## src/rtl/tlb_array.sv

```systemverilog
// tlb_array: fully-associative TLB storage and lookup for the MMU translation path.
//
// Lookup is combinational. Every cycle the presented VPN/ASID is matched
// against all entries, and the hit PPN, page type and PTE flags are produced.
// Refills from the page table walker go to the lowest invalid entry. When every
// entry is valid, the refill goes to the tree-PLRU victim. TLBFlush invalidates
// every entry at the next rising edge.
//
// Ports:
//   clk, reset            clock; asynchronous active-high reset
//   LookupValid, VPN, ASID
//                         lookup request (LookupValid qualifies the PLRU update)
//   TLBWrite, WriteVPN, WriteASID, WritePPN, WritePageType, WriteFlags
//                         refill from the walker
//   TLBFlush              invalidate all entries (sfence.vma)
//   TLBHit, TLBMiss, PPN, HitPageType, PTEFlags
//                         lookup result; all zero when there is no hit
module tlb_array #(
  parameter int ENTRIES   = 8,
  parameter int VPN_BITS  = 36,
  parameter int PPN_BITS  = 44,
  parameter int ASID_BITS = 16
) (
  input  logic                 clk,
  input  logic                 reset,
  input  logic                 LookupValid,
  input  logic [VPN_BITS-1:0]  VPN,
  input  logic [ASID_BITS-1:0] ASID,
  input  logic                 TLBWrite,
  input  logic [VPN_BITS-1:0]  WriteVPN,
  input  logic [ASID_BITS-1:0] WriteASID,
  input  logic [PPN_BITS-1:0]  WritePPN,
  input  logic [1:0]           WritePageType,
  input  logic [7:0]           WriteFlags,
  input  logic                 TLBFlush,
  output logic                 TLBHit,
  output logic                 TLBMiss,
  output logic [PPN_BITS-1:0]  PPN,
  output logic [1:0]           HitPageType,
  output logic [7:0]           PTEFlags
);

  localparam int IDX_BITS = $clog2(ENTRIES);

  // Entry storage
  logic [ENTRIES-1:0]   valid_r;
  logic [VPN_BITS-1:0]  vpn_r   [ENTRIES];
  logic [ASID_BITS-1:0] asid_r  [ENTRIES];
  logic [PPN_BITS-1:0]  ppn_r   [ENTRIES];
  logic [1:0]           ptype_r [ENTRIES];
  logic [7:0]           flags_r [ENTRIES];

  // PLRU tree in heap order: node n (1..ENTRIES-1) is stored at bit n-1.
  logic [ENTRIES-2:0]   plru_r;
  logic [ENTRIES-2:0]   plru_next_s;

  logic [ENTRIES-1:0]   match_s;
  logic                 hit_s;
  logic [IDX_BITS-1:0]  hit_idx_s;
  logic [IDX_BITS-1:0]  inv_idx_s;
  logic [IDX_BITS-1:0]  plru_idx_s;
  logic [IDX_BITS-1:0]  victim_s;
  logic [IDX_BITS-1:0]  acc_idx_s;
  logic                 wr_en_s;
  logic                 acc_en_s;

  // Compare mask for a page type: page type p ignores the low 9*p VPN bits.
  function automatic logic [VPN_BITS-1:0] vpn_mask(input logic [1:0] ptype);
    logic [VPN_BITS-1:0] m;
    for (int b = 0; b < VPN_BITS; b++) begin
      m[b] = (b >= 9 * int'(ptype));
    end
    return m;
  endfunction

  // Per-entry match and lowest-index hit selection
  always_comb begin
    for (int i = 0; i < ENTRIES; i++) begin
      match_s[i] = valid_r[i]
                 && (flags_r[i][5] || (asid_r[i] == ASID))
                 && (((VPN ^ vpn_r[i]) & vpn_mask(ptype_r[i])) == '0);
    end
    hit_s     = |match_s;
    hit_idx_s = '0;
    // The descending scan lets the lowest matching index win.
    for (int i = ENTRIES - 1; i >= 0; i--) begin
      hit_idx_s = match_s[i] ? IDX_BITS'(i) : hit_idx_s;
    end
  end

  assign TLBHit      = hit_s;
  assign TLBMiss     = LookupValid & ~hit_s;
  assign PPN         = hit_s ? ppn_r[hit_idx_s]   : '0;
  assign HitPageType = hit_s ? ptype_r[hit_idx_s] : 2'b00;
  assign PTEFlags    = hit_s ? flags_r[hit_idx_s] : 8'h00;

  // Victim choice: lowest invalid entry first, otherwise walk the PLRU tree
  always_comb begin : victim_sel
    int node_v;
    inv_idx_s = '0;
    for (int i = ENTRIES - 1; i >= 0; i--) begin
      inv_idx_s = (!valid_r[i]) ? IDX_BITS'(i) : inv_idx_s;
    end
    node_v = 1;
    // A node bit of 0 sends the walk to the lower-index child (2n).
    for (int l = 0; l < IDX_BITS; l++) begin
      node_v = 2 * node_v + int'(plru_r[node_v-1]);
    end
    plru_idx_s = IDX_BITS'(node_v - ENTRIES);
    victim_s   = (&valid_r) ? plru_idx_s : inv_idx_s;
  end

  // PLRU next state: point every node on the accessed path away from it.
  // A refill takes priority over a simultaneous hit. A refill dropped by a
  // flush is not an access.
  always_comb begin : plru_upd
    int node_v;
    wr_en_s     = TLBWrite & ~TLBFlush;
    acc_en_s    = wr_en_s | (LookupValid & hit_s);
    acc_idx_s   = wr_en_s ? victim_s : hit_idx_s;
    plru_next_s = plru_r;
    for (int l = 0; l < IDX_BITS; l++) begin
      node_v = (1 << l) + (int'(acc_idx_s) >> (IDX_BITS - l));
      plru_next_s[node_v-1] = ~acc_idx_s[IDX_BITS-1-l];
    end
  end

  // Entry array, valid bits and PLRU state registers
  always_ff @(posedge clk or posedge reset) begin
    if (reset) begin
      valid_r <= '0;
      plru_r  <= '0;
      for (int i = 0; i < ENTRIES; i++) begin
        vpn_r[i]   <= '0;
        asid_r[i]  <= '0;
        ppn_r[i]   <= '0;
        ptype_r[i] <= 2'b00;
        flags_r[i] <= 8'h00;
      end
    end else begin
      if (TLBFlush) begin
        valid_r <= '0;
      end else if (TLBWrite) begin
        valid_r[victim_s] <= 1'b1;
        vpn_r[victim_s]   <= WriteVPN;
        asid_r[victim_s]  <= WriteASID;
        ppn_r[victim_s]   <= WritePPN;
        ptype_r[victim_s] <= WritePageType;
        flags_r[victim_s] <= WriteFlags;
      end else begin
        valid_r <= valid_r;
      end
      if (acc_en_s) begin
        plru_r <= plru_next_s;
      end else begin
        plru_r <= plru_r;
      end
    end
  end

endmodule

```

## config.mk

```make
export PLATFORM = sky130hd
export DESIGN_NAME = tlb_array
export DESIGN_NICKNAME = d
export VERILOG_FILES = /design/src/rtl/tlb_array.sv
export SDC_FILE = /design/constraint.sdc
export NUM_CORES = 2
export LEC_CHECK = 0
export ABC_AREA = 1
export BUFFER_PORTS_ARGS = -buffer_cell sky130_fd_sc_hd__buf_2
export CORE_MARGIN = 1
export CORE_UTILIZATION = 44
export CTS_CLUSTER_SIZE = 40
export DETAILED_ROUTE_END_ITERATION = 12
export PLACE_DENSITY = 0.66
export SETUP_SLACK_MARGIN = 0.05
export SLEW_MARGIN = 20
export SYNTH_ARGS = -nofsm -noshare
export SYNTH_HDL_FRONTEND = slang
export SYNTH_SLANG_ARGS = --single-unit
```

## constraint.sdc

```tcl
create_clock -name clk -period 60.7 [get_ports clk]
set_clock_uncertainty 0.15 [all_clocks]
set_input_delay 12.14 -clock clk [delete_from_list [all_inputs] [get_ports clk]]
set_output_delay 12.14 -clock clk [all_outputs]
set_load 0.01 [all_outputs]
```

# --- Yosys cells after proc, flatten, opt, wreduce, memory -nomap -nowiden ---
# Index checks and enable logic that the tools add are counted.
word_totals:
  reg_bits: 863
  word_cells: 496
  inputBits: 163
  out_inout_bits: 56
classes:
  n_mul: 8
  n_lt_le_gt_ge: 299
  n_reduce_logical: 40
  n_bitwise: 28
  mux: 61
  eq_ne: 8
  addsub: 10
ops:
  columns: ["cell", "count"]
  rows:
  - [">= comparator 6 x 32 -> 1 bit, first input constant", 128]
  - [">= comparator 5 x 32 -> 1 bit, first input constant", 64]
  - [">= comparator 4 x 32 -> 1 bit, first input constant", 32]
  - [">= comparator 7 x 32 -> 1 bit, first input constant", 24]
  - [">= comparator 3 x 32 -> 1 bit, first input constant", 16]
  - ["bitwise mux 352 bit", 1]
  - ["bitwise AND 36 bit", 8]
  - ["bitwise mux 288 bit", 1]
  - ["logical NOT 36 bit", 8]
  - ["bitwise XOR 36 bit", 8]
  - [">= comparator 1 x 32 -> 1 bit, first input constant", 8]
  - [">= comparator 2 x 32 -> 1 bit, first input constant", 8]
  - ["two-way mux 44 bit", 4]
  - ["binary-select mux 44 bit (select 3 bit)", 1]
  - ["demux 44 bit (select 3 bit)", 1]
  - ["bitwise mux 128 bit", 1]
  - ["== test 16 bit", 8]
  - ["demux 36 bit (select 3 bit)", 1]
  - ["bitwise mux 64 bit", 1]
  - ["two-way mux 3 bit", 18]
  - ["demux 16 bit (select 3 bit)", 1]
  - [">= comparator 6 bit, first input constant", 8]
  - ["multiplier 4 x 2 -> 6 bit, first input constant", 8]
  - ["two-way mux 8 bit", 6]
  - ["40 further kinds", 90]

# --- Depth between registers and ports, before layout ---
depth:
  ltp_word: 22
  depth_mapped: 26

# --- Worst setup path after synthesis ---
# Ideal clock, no wire load.
synth_timing:
  path_kind: "input-to-output"
  from: "input port VPN[18]"
  to: "output port HitPageType[1]"
  path_buffers: 3
  arrival_ps: 14115
  slack_ps: 34295
  required_time_ps: 48410
  stages: 17
  cell_sequence: "buf_2 -> or2_2 -> nand2_1 -> nand4_1 -> nor2_1 -> nor2_1 -> nor2_1 -> nand3_1 -> o21ai_1 -> nand3_1 -> a21oi_4 -> inv_2 -> buf_6 -> buf_6 -> nand3_1 -> nand3_1 -> nand2_1"
synth_between:
  elab_chain_len: 17
  elab_cells_between_ends: 46
  classes_between: "12 x mux; 17 x bitwise; 17 x reduce/logical"
synth_lines:
  columns: ["element", "line", "source"]
  rows:
  - ["start: declaration", "27", "input logic [VPN_BITS-1:0] VPN,"]
  - ["bitwise XOR 36 bit", "81", "&& (((VPN ^ vpn_r[i]) & vpn_mask(ptype_r[i])) == '0);"]
  - ["bitwise AND 36 bit", "81", null]
  - ["logical NOT 36 bit", "81", null]
  - ["logical AND 1 bit", "81", null]
  - ["two-way mux 3 bit (8 in a row)", "87", "hit_idx_s = match_s[i] ? IDX_BITS'(i) : hit_idx_s;"]
  - ["inverter 3 -> 4 bit (implied by the code)", "94", "assign HitPageType = hit_s ? ptype_r[hit_idx_s] : 2'b00;"]
  - ["binary-select mux 2 bit (select 3 bit)", "94", null]
  - ["two-way mux 2 bit (implied by the code) (2 in a row)", "94", null]
  - ["two-way mux 2 bit (*)", "94", null]
  - ["end: declaration", "39", "output logic [1:0] HitPageType,"]
# Mark *: on every way between the ends. The rest lies on a longest branch, timed or not. The select of a mux whose other input is x is not followed.

# --- Worst setup path after layout ---
layout_timing:
  from: "input port VPN[16]"
  to: "output port PPN[42]"
layout_between:
  elab_chain_len: 17
  elab_cells_between_ends: 46
  classes_between: "12 x mux; 17 x bitwise; 17 x reduce/logical"
layout_lines:
  columns: ["element", "line", "source"]
  rows:
  - ["bitwise XOR 36 bit", "81", null]
  - ["bitwise AND 36 bit", "81", null]
  - ["logical NOT 36 bit", "81", null]
  - ["logical AND 1 bit", "81", null]
  - ["two-way mux 3 bit (8 in a row)", "87", null]
  - ["inverter 3 -> 4 bit (implied by the code)", "93", "assign PPN = hit_s ? ppn_r[hit_idx_s] : '0;"]
  - ["binary-select mux 44 bit (select 3 bit)", "93", null]
  - ["two-way mux 44 bit (implied by the code) (2 in a row)", "93", null]
  - ["two-way mux 44 bit (*)", "93", null]
  - ["end: declaration", "38", "output logic [PPN_BITS-1:0] PPN,"]
# Marked as above.

==> results_dict.tcl <==
set metrics [dict create \
    outcome "completed" \
    post_cts_hold_buffer_count 0 \
    arrival_ns 16.60 \
    internal-power_w 0.00104 \
    clock_tree.root_cell "clkbuf_16" \
    multiInputGateArea_um2 19500 \
    cp-end-kind "output pin" \
    min_period_over_period 0.476 \
    wire_per_inst_um 19.0 \
    synth_flop_cell "dfrtp_1" \
    synth.mux.area_fraction 0 \
    use_met1 0.384 \
    timing.fmax_mhz 34.6 \
    antenna_found_initial 4 \
    global_routing_usage_on_met3 0.0390 \
    cts-root-to-sink-buffers 3 \
    num-nets-final 6059 \
    routed_wl_mm 138 \
    data_required_time_at_the_worst_endpoint_ns 48.41 \
    synth.avg_cell_area_um2 7.55 \
    synth_top_cells_by_area "dfrtp_1 49%, nand2_1 16%, o21ai_0 10%, nand3_1 6.4%, inv_1 4.2%" \
    synth_top_cell_by_area "dfrtp_1" \
    slew_headroom 0.282 \
    power.share.combinational 0.122 \
    number_of_instances_resized_during_post_cts_repair 0 \
    cts_setup_buffers 0 \
    dp.final_hpwl_mm 89.8 \
    layout-area-overhead-vs-synth_pct 11.0 \
    drtIter0Drc 3905 \
    worstPathCellList "buf_2 > xnor2_1 > a21oi_1 > nor3_1 > nand3_1 > nor2_1 > nand4_1 > buf_4 > nand2_1 > a21oi_4 > buf_4 > inv_4 > buf_4 > nand3_1 > nand3_1 > nand2_1 > buf_2" \
    fill_cells 9868 \
    dr_total_vias 38855 \
    share_clk_of_total_power 0.413 \
    floorplan.die_area_um2 102000 \
    max_cap_viol_count 0 \
    postSynthCellCount 5881 \
    core_um2 100000 \
    grt_usage 0.270 \
    post-place-cells 7091 \
    std_cell_rows 116 \
    tritoncts_num_sinks 863 \
    p_sw_w 0.000396 \
    synth-xor-area-share 0.0487 \
    powerDensity_nw_per_um2 29.1 \
    total_of_endpoints_with_negative_setup_slack_in_the_final_report 0 \
    clk_latency_ns 0.70 \
    grt_pass1_vias 36407 \
    cts_tree "built" \
    drt_first_pass_iters 8 \
    synth_compound_area_frac 0.114 \
    power_leakage_nw 23.6 \
    maximum_number_of_pins_on_one_net_before_global_route_repair 163 \
    rsz0062_at_grt "no" \
    ys_top_cells_by_count "1880 x nand2_1, 895 x o21ai_0, 863 x dfrtp_1, 569 x nand3_1, 495 x inv_1" \
    async_set_reset_flop_share_out_of_synthesis 1.00 \
    floorplan.die.width_um 320 \
    remaining_drc_errors 0 \
    synth_edf_count 0 \
    synth_cell_type_count 47 \
    critical_path_peak_fanout 75 \
    grt.overflow.total 0 \
    criticalPathCategory "in2out" \
    pwr-share-seq 0.465 \
    finalWorstPathRequiredPeriod_ns 28.89 \
    grt_pass1_wl_mm 216 \
    numPortBuffers 218 \
    totalPowerFinal_w 0.00144 \
    synth.cell_area_um2 44400 \
    ys.warnings.count 0 \
    grt_busiest_layer "met2" \
    report.final.slew_viol_count 0 \
    ys_seq_elements 863 \
    layout.area.seq_um2 21600 \
    initial_cell_density_of_the_core 0.444 \
    yosys.cell_count.top_type "nand2_1" \
    startpoint_type_of_the_worst_setup_path "primary input" \
    final_layout_size_suffix_gt1_frac 0.0803 \
    worstMarginPinSlew_ns 1.08 \
    numCtsBuffers 94 \
    fp.dieH_um 320 \
    finalWeightedCongestion 1.00 \
    io_pins 219 \
    h-tree-depth 3 \
    crit_slowest_cell "buf_4" \
    worstHoldPathType "reg2reg" \
    synth_top_family_by_area "simple AND/OR/NAND/NOR gates" \
    yosysSeqAreaShare 0.487 \
    antenna_left 0 \
    totalNegativeSetupSlack_ns 0 \
    vdd_drop_max_v 0.0000224 \
    final_cells 7266 \
    use_met2 0.426 \
    critical_path.max_stage_delay_ns 0.74 \
    synth_adder_area_share 0.00141 \
    power_switching_share 0.276 \
    post-synth-top-area-fraction 0.487 \
    finalHoldViolCount 0 \
    route.detailed.vias_per_inst 5.35 \
    syn-num-nets 6049 \
    synth_simple_gate_area_frac 0.272 \
    clkSlewWorstSetupHoldPaths_ns 0.06 \
]
## final timing paths
check                                   to        from  cells past startpoint  slack, ns
worst max-delay path               PPN[42]     VPN[16]                     17      31.81
worst min-delay path             ppn_r[42]   ppn_r[42]                      2       0.33
worst max register to register   plru_r[0]  ptype_r[2]                     18      55.70
worst min register to register   ppn_r[42]   ppn_r[42]                      2       0.33
max in group asynchronous        ppn_r[83]       reset                      5      45.96
min in group asynchronous       asid_r[68]       reset                      2      11.44
## critical path: cells and delay by family
| family | cells | cell delay [ns] |
|---|---|---|
| AO/OA/AOI/OAI | 2 | 0.58 |
| XOR/XNOR | 1 | 0.11 |
| buffers and inverters | 6 | 2.58 |
| AND/OR/NAND/NOR | 8 | 1.09 |
## registers in the layout (all words and copies together) (netlist names)
register and count:
asid_r 128, flags_r 64, plru_r 7, ppn_r 352
ptype_r 16, valid_r 8, vpn_r 288
## through the flow
stage | util | cell area [um2] | setup slack (ns) | hold slack, ns
6_report | 0.493 | 49300 | 31.81 | 0.332
4_1_cts | 0.492 | 49200 | 31.85 | 0.337
2_1_floorplan | - | 44400 | 24.16 | 0.303
5_1_grt | 0.493 | 49300 | 31.58 | 0.350
3_5_place_dp | 0.460 | 46000 | 31.86 | 0.323
3_3_place_gp | 0.460 | 46000 | 31.98 | 0.315
## power by group through the flow
stage / clock network, W / registers, W / logic [W]
floorplan: 0 / 0.000667 / 0.000130
global placement: 0 / 0.000674 / 0.000171
detailed placement: 0 / 0.000676 / 0.000174
CTS: 0.000605 / 0.000666 / 0.000175
global route: 0.000626 / 0.000673 / 0.000201
finish: 0.000593 / 0.000667 / 0.000175
## layer usage
metal | vias up | routed length [um]
met5 | - | 22
met4 | 4 | 3830
met3 | 227 | 9690
met2 | 1375 | 62100
met1 | 18470 | 62300
li1 | 18779 | -
## cells by family (layout without fill, tap and decap cells)
kind of cell               Yosys count  count (layout)
AOI/OAI and AO/OA                  996             996
xor gates and xnor gates           247             247
adders and majority gates            5               5
buffers and inverters              852             937
DFF                                863             863
other                                0               2
and+or+nand+nor                   2918            2918
## placed cells by master, fill, tap and decap left out, types with 5 or more instances in the layout
cell type   netlist  final
nand3b_1         15     15
xor2_1           58     58
nor3_1           29     29
or2_2            34     34
a21oi_1          60     60
nand3_1         569    568
a31oi_1          16     16
dfrtp_1         863    863
xnor2_1         189    189
clkbuf_16         0     94
clkinvlp_4        0      8
buf_4             7     36
inv_1           495    494
inv_2            12     11
clkbuf_1        218     19
or2_1             8      8
nor3b_1           7      7
nand2_4           0      9
nor4_1            7      7
nand4_1          57     57
buf_2           100    218
ha_1              5      5
clkinv_2          0     16
bufinv_16         0      8
clkbuf_8          0     18
o22ai_1           6      6
o21ai_0         895    895
nand2_1        1880   1869
nor2_1          300    300
## cell type report
| cell class | count | share of cell area |
|---|---|---|
| Clock buffer | 131 | 0.0542 |
| Multi-Input combinational cell | 4166 | 0.396 |
| Timing Repair Buffer | 258 | 0.0294 |
| Inverter | 508 | 0.0389 |
| Antenna cell | 2 | 0.000102 |
| Sequential cell | 863 | 0.438 |
| Clock inverter | 40 | 0.0106 |
| Tap cell | 1298 | 0.0330 |
Note: power is estimated with default switching activity, not from simulation.
